## config.mk

```make
export PLATFORM = sky130hd
export DESIGN_NAME = count_sequencer
export DESIGN_NICKNAME = d
export VERILOG_FILES = /design/src/rtl/count_sequencer.sv
export SDC_FILE = /design/constraint.sdc
export NUM_CORES = 1
export LEC_CHECK = 0
export ABC_AREA = 0
export CAP_MARGIN = 20
export CORE_UTILIZATION = 55
export DETAILED_ROUTE_END_ITERATION = 16
export PLACE_DENSITY = 0.77
export SLEW_MARGIN = 30
export SYNTH_ARGS = -nofsm -noshare
export SYNTH_HDL_FRONTEND = slang
export SYNTH_SLANG_ARGS = --single-unit
```

## constraint.sdc

```tcl
create_clock -name clk -period 2.2 [get_ports clk]
set_input_delay 0.22 -clock clk [delete_from_list [all_inputs] [get_ports clk]]
set_output_delay 0.22 -clock clk [all_outputs]
set_load 0.005 [all_outputs]
```

## src/rtl/count_sequencer.sv

```systemverilog
// ============================================================================
// count_sequencer: timed up/down counter stepping load_val toward limit.
// Revision: 1.0
// ============================================================================
`default_nettype none

module count_sequencer #(
  parameter int WIDTH = 4,
  parameter int DIV   = 25000000,
  parameter int CNT_W = 25
) (
  input  logic             clk,
  input  logic             reset,
  input  logic             start,
  input  logic             dir,
  input  logic [WIDTH-1:0] load_val,
  input  logic [WIDTH-1:0] limit,
  output logic [WIDTH-1:0] value,
  output logic             busy,
  output logic             step,
  output logic             done
);

  typedef enum logic [1:0] {
    IDLE = 2'd0,
    RUN  = 2'd1,
    DONE = 2'd2
  } state_t;

  state_t           state, state_n;
  logic [CNT_W-1:0] presc, presc_n;
  logic             dir_q, dir_n;
  logic [WIDTH-1:0] limit_q, limit_n;
  logic [WIDTH-1:0] value_n;
  logic             busy_n, step_n, done_n;
  logic             tick;

  assign tick = (presc == CNT_W'(DIV - 1));

  always_ff @(posedge clk) begin
    if (reset) begin
      state   <= IDLE;
      presc   <= '0;
      dir_q   <= 1'b0;
      limit_q <= '0;
      value   <= '0;
      busy    <= 1'b0;
      step    <= 1'b0;
      done    <= 1'b0;
    end else begin
      state   <= state_n;
      presc   <= presc_n;
      dir_q   <= dir_n;
      limit_q <= limit_n;
      value   <= value_n;
      busy    <= busy_n;
      step    <= step_n;
      done    <= done_n;
    end
  end

  always_comb begin
    state_n = state;
    presc_n = presc;
    dir_n   = dir_q;
    limit_n = limit_q;
    value_n = value;
    busy_n  = busy;
    step_n  = 1'b0;
    done_n  = 1'b0;
    case (state)
      IDLE: begin
        if (start) begin
          value_n = load_val;
          dir_n   = dir;
          limit_n = limit;
          presc_n = '0;
          busy_n  = 1'b1;
          state_n = RUN;
        end
      end
      RUN: begin
        if (tick) begin
          presc_n = '0;
          if (value == limit_q) begin
            state_n = DONE;
          end else begin
            value_n = dir_q ? (value - 1'b1) : (value + 1'b1);
            step_n  = 1'b1;
          end
        end else begin
          presc_n = presc + 1'b1;
        end
      end
      // busy stays up through the DONE cycle and drops together with done.
      DONE: begin
        done_n  = 1'b1;
        busy_n  = 1'b0;
        state_n = IDLE;
      end
      default: begin
        busy_n  = 1'b0;
        state_n = IDLE;
      end
    endcase
  end

endmodule

`default_nettype wire

```

# After elaboration in Yosys (flattened, before gate mapping)

Cells that the tools add are included.

$add $sub $neg: 3
Equal/unequal tests: 8
Muxes and demuxes: 16
Bitwise operators: 2
Reduce and logical (&&, ||, !) cells: 8

Operator list:

| kind                                                                | count |
|---|---|
| 25-bit two-way mux                                                  | 2 |
| 25-bit case mux with 2 select lines                                 | 1 |
| 25-bit by 1-bit adder with 25-bit output (second input constant)    | 1 |
| 25-bit == test (second input constant)                              | 1 |
| 4-bit two-way mux                                                   | 4 |
| 2-bit != test (second input constant)                               | 4 |
| 4-bit case mux with 2 select lines                                  | 1 |
| 2-bit two-way mux                                                   | 3 |
| 2-bit AND reduction                                                 | 3 |
| 4-bit by 1-bit adder with 4-bit output (second input constant)      | 1 |
| 4-bit == test                                                       | 1 |
| 2-bit case mux with 2 select lines                                  | 1 |
| 4-bit AND reduction                                                 | 1 |
| 4-bit by 1-bit subtractor with 4-bit output (second input constant) | 1 |
| 1-bit two-way mux                                                   | 3 |
| 3-bit AND reduction                                                 | 1 |
| 3-bit OR reduction                                                  | 1 |
| 2-bit by 1-bit == test with 1-bit output (second input constant)    | 1 |
| 2-bit == test (second input constant)                               | 1 |
| 2-bit logical NOT                                                   | 1 |
| 1-bit inverter                                                      | 2 |
| 1-bit case mux with 2 select lines                                  | 1 |
| 2-bit nonzero test                                                  | 1 |

Bits in registers: 39
Bits of input ports: 12
Output and inout port bits: 7
Logic and storage cells: 45

# Logic depth before layout (Yosys ltp)

Depth after elaboration: 5
Gate-level depth with buffers: 9
Depth with buffers taken out: 6

# Least setup slack after synthesis

No wires, ideal clock.

Kind: register to register
Start: register presc[0]
End: register presc[2]
Library setup time: 0.133 ns
Data arrival time: 1.737 ns
Required time: 2.067 ns
Setup slack: 0.330 ns
Stages on the path, launching flop included: 9
Buffers on the path: 2
Period minus slack after synthesis: 1.870 ns
Path through: dfxtp_1 > ha_1 > nand3_2 > nor4_4 > a211oi_1 > buf_4 > buf_4 > a21oi_1 > a31oi_1

Longest elaborated chain between the ends: 3
Elaborated cells on any way between the ends: 4
Classes of those cells: add/sub (1); eq/ne (1); mux (2)

RTL lines:

| element                                                                           | RTL line | RTL |
|---|---|---|
| start: declaration                                                                | 31       | `logic [CNT_W-1:0] presc, presc_n;` |
| start signal: assignment                                                          | 52       | `presc <= presc_n;` |
| 25-bit by 1-bit adder with 25-bit output / 25-bit == test (equally long branches) | 92, 38   |  |
| 25-bit two-way mux *                                                              | 83       | `if (tick) begin` |
| 25-bit case mux with 2 select lines *                                             | 71       | `case (state)` |

Every way passes the cells marked *; elsewhere a longest branch is shown, timed or not.
A chain may end at the register's enable or synchronous reset.

# Worst setup path in the final report

Start: register presc[7]
End: register presc[23]

Same word-level chain as after synthesis.

==> impl_metrics.tcl <==
set metrics [dict create \
    count_of_flip_flops_with_a_built_in_enable_after_synthesis 0 \
    ys_seq_elements 39 \
    post_route_ant_nets 0 \
    cells_after_synthesis 253 \
    part_of_the_yosys_area_used_for_sequential_elements_pct 37.5 \
    async_reset_ff_share_pct 0 \
    timing.final.setup_violations 0 \
    synth_warnings 0 \
    cp_data_arrival_time_ps 2230 \
    final_area_mm2 0.00243 \
    instances_no_fill 325 \
    die_w_um 63.5 \
    powerDensity_mw_per_mm2 581 \
    clock_path_buffers 2 \
    multi_input_gate_area_in_the_final_layout_mm2 0.00120 \
    wirelength_um 5050 \
    initial_standard_cell_utilization_of_the_core_pct 60.0 \
    port_bufs 18 \
    syn_area_mm2 0.00208 \
    syn_to_final_growth_pct 17.0 \
    fin_nets 295 \
    final_period_minus_worst_setup_slack_ps 2030 \
    dp_hpwl_um 3700 \
    ctsHoldBuffers 0 \
    hold_viol_final 0 \
    layout-drive-gt1-share_pct 10.0 \
    rr_startpoint "presc[7]" \
    crit_path_start "presc[7]" \
    final.fill_count 298 \
    synth_fp_nets 269 \
    fp-row-count 21 \
    cts_sinks 39 \
    holdWs_ps 489 \
    antenna_found_initial 0 \
    core-area_mm2 0.00347 \
    slew_headroom_pct 63.5 \
    final.setup.tns_ps 0 \
    irDropWorstVdd_v 0.000518 \
    timing_worst_setup_path_type "register to register" \
    report.power.total_mw 1.42 \
    critical_path_source_type "register" \
    maxCapViolations 0 \
    dpl.cell_count 317 \
    run_status "finished clean" \
    maxClockFrequency_mhz 492 \
    grt_max_degree 22 \
    route.detailed.drc 0 \
    clock_tree_from_tritoncts "built" \
    grt_first_pass_wirelength_um 8680 \
    hold_path_startpoint "presc[21]" \
    path_max_fanout 7 \
    regToRegSetupSlack_ps 170 \
    detail_route.first_pass.iterations 5 \
    hold_path_class "register to register" \
    clkSlewWorstSetupHoldPaths_ps 70 \
    post_cts_resize_count 0 \
    rsz0062_at_grt "no" \
    via_per_inst 6.01 \
    postSynth.topFlopCell "sky130_fd_sc_hd__dfxtp_1" \
    post-route-period-util_pct 92.4 \
    tightest_pin_transition_ps 542 \
    cts_root_buffer "sky130_fd_sc_hd__clkbuf_8" \
    maxSlewViolCount 0 \
    cp-end-kind "register" \
    synth_area_per_cell_um2 8.22 \
    globalRouteTotalUtil_pct 27.5 \
    gp_routability_congestion 0.887 \
    clk_latency_ps 290 \
    grt_pass1_vias 1843 \
    average_detailed_routed_wire_length_per_instance_um 15.5 \
    antenna_cells_inserted 0 \
    htree_levels 2 \
    drc_violation_total_after_the_first_tritonroute_iteration 160 \
    die_extent_in_y_um 63.5 \
    grt_overflow 0 \
    cts_buffers 5 \
    worst-endpoint-required_ps 2400 \
    area.sequential_um2 781 \
    dieArea_mm2 0.00403 \
    routed-via-count 1952 \
    setup_slack_at_placement_ps 112 \
    worst_clock_skew_ps 4.47 \
    post-cts-setup-buffers 0 \
    leakagePower_nw 0.851 \
    setup_ws_ps 167 \
    num_io_pins 19 \
    netlist-cell-type-count 47 \
    placed_area_mm2 0.00234 \
    finish.utilization_pct 70.2 \
]
-- cells in the final DEF (no fill, tap or decap), types with 3 or more instances in the layout --
cell                              synthesis  routed
sky130_fd_sc_hd__a211oi_1                 4       3
sky130_fd_sc_hd__a21oi_1                 15      15
sky130_fd_sc_hd__a22oi_1                  3       3
sky130_fd_sc_hd__a31oi_1                 12      12
sky130_fd_sc_hd__and3_1                   3       3
sky130_fd_sc_hd__buf_4                    2      12
sky130_fd_sc_hd__clkbuf_8                 0       6
sky130_fd_sc_hd__clkdlybuf4s50_1          0      18
sky130_fd_sc_hd__dfxtp_1                 39      39
sky130_fd_sc_hd__ha_1                     3       3
sky130_fd_sc_hd__inv_1                   11      11
sky130_fd_sc_hd__mux2i_1                  6       6
sky130_fd_sc_hd__nand2_1                 23      23
sky130_fd_sc_hd__nand2b_1                 4       4
sky130_fd_sc_hd__nand3_1                 12      12
sky130_fd_sc_hd__nand3b_1                 5       5
sky130_fd_sc_hd__nand4_1                  7       7
sky130_fd_sc_hd__nor2_1                  24      24
sky130_fd_sc_hd__nor3_1                   6       6
sky130_fd_sc_hd__nor4_1                   6       6
sky130_fd_sc_hd__o21ai_0                 15      15
sky130_fd_sc_hd__or3_1                    5       5
sky130_fd_sc_hd__or4_1                    3       3
sky130_fd_sc_hd__xnor2_1                  6       6
sky130_fd_sc_hd__xor2_1                   3       3
-- Yosys cell counts (3+ instances only) --
cell,number,share of area (%)
sky130_fd_sc_hd__ha_1,3,1.8
sky130_fd_sc_hd__a211oi_1,4,1.4
sky130_fd_sc_hd__nor2_1,24,4.3
sky130_fd_sc_hd__nand3_1,12,2.9
sky130_fd_sc_hd__nand3b_1,5,1.8
sky130_fd_sc_hd__xnor2_1,6,2.5
sky130_fd_sc_hd__or3_1,5,1.5
sky130_fd_sc_hd__a22oi_1,3,1.1
sky130_fd_sc_hd__o21ai_0,15,3.6
sky130_fd_sc_hd__inv_1,11,2.0
sky130_fd_sc_hd__nand2_1,23,4.1
sky130_fd_sc_hd__a21oi_1,15,3.6
sky130_fd_sc_hd__nor3_1,6,1.4
sky130_fd_sc_hd__clkbuf_1,5,0.90
sky130_fd_sc_hd__mux2i_1,6,2.9
sky130_fd_sc_hd__a31oi_1,12,3.6
sky130_fd_sc_hd__dfxtp_1,39,38
sky130_fd_sc_hd__and3_1,3,0.90
sky130_fd_sc_hd__or4_1,3,1.1
sky130_fd_sc_hd__xor2_1,3,1.3
sky130_fd_sc_hd__nand2b_1,4,1.2
sky130_fd_sc_hd__nor4_1,6,1.8
sky130_fd_sc_hd__nand4_1,7,2.1
-- power by group --
group | switching (mW) | leakage, nW | internal [mW] | total (mW)
logic | 0.0911 | 0.488 | 0.0878 | 0.179
clock network | 0.244 | 0.0470 | 0.246 | 0.490
registers | 0.0223 | 0.317 | 0.725 | 0.747
total | 0.357 | 0.851 | 1.06 | 1.42
-- worst max-delay path, stage by stage (launching register included) --
cell,delay (ps)
sky130_fd_sc_hd__dfxtp_1,460
sky130_fd_sc_hd__nand2_1,170
sky130_fd_sc_hd__or4_1,600
sky130_fd_sc_hd__nor4_1,350
sky130_fd_sc_hd__o21ai_0,130
sky130_fd_sc_hd__a21bo_2,220
-- flip-flops by register name (all words and copies together), names as in the netlist --
name     cells
dir_q        1
done         1
state        2
step         1
busy         1
presc       25
limit_q      4
value        4
-- area by class of cell --
type | instances | share of cell area [%]
Timing Repair Buffer | 30 | 11.1
Multi-Input combinational cell | 192 | 49.2
Inverter | 11 | 1.70
Tap cell | 46 | 2.36
Clock inverter | 1 | 0.206
Clock buffer | 6 | 3.39
Sequential cell | 39 | 32.1
-- worst paths after layout --
check             cells past startpoint         to
setup reg to reg                      5  presc[23]
hold / removal                        1  presc[21]
hold reg to reg                       1  presc[21]
setup / recovery                      5  presc[23]
-- layer usage --
layer | GRT usage (%) | routed length [um]
met1 | 38.3 | 2460
met2 | 42.6 | 2240
met3 | 5.62 | 305
met4 | 7.67 | 46
met5 | 0 | 0
-- cells by family (layout without fill, tap and decap cells) --
logic type | Yosys count | count (layout) | share of synthesized area (%)
and+or+nand+nor | 112 | 112 | 29.5
AOI/OAI and AO/OA | 61 | 61 | 18.3
buffers and inverters | 22 | 48 | 5.17
muxes | 6 | 6 | 2.89
DFF | 39 | 39 | 37.5
adders and majority gates | 4 | 4 | 2.77
xor gates and xnor gates | 9 | 9 | 3.79
(Power assumes the default switching activity.)
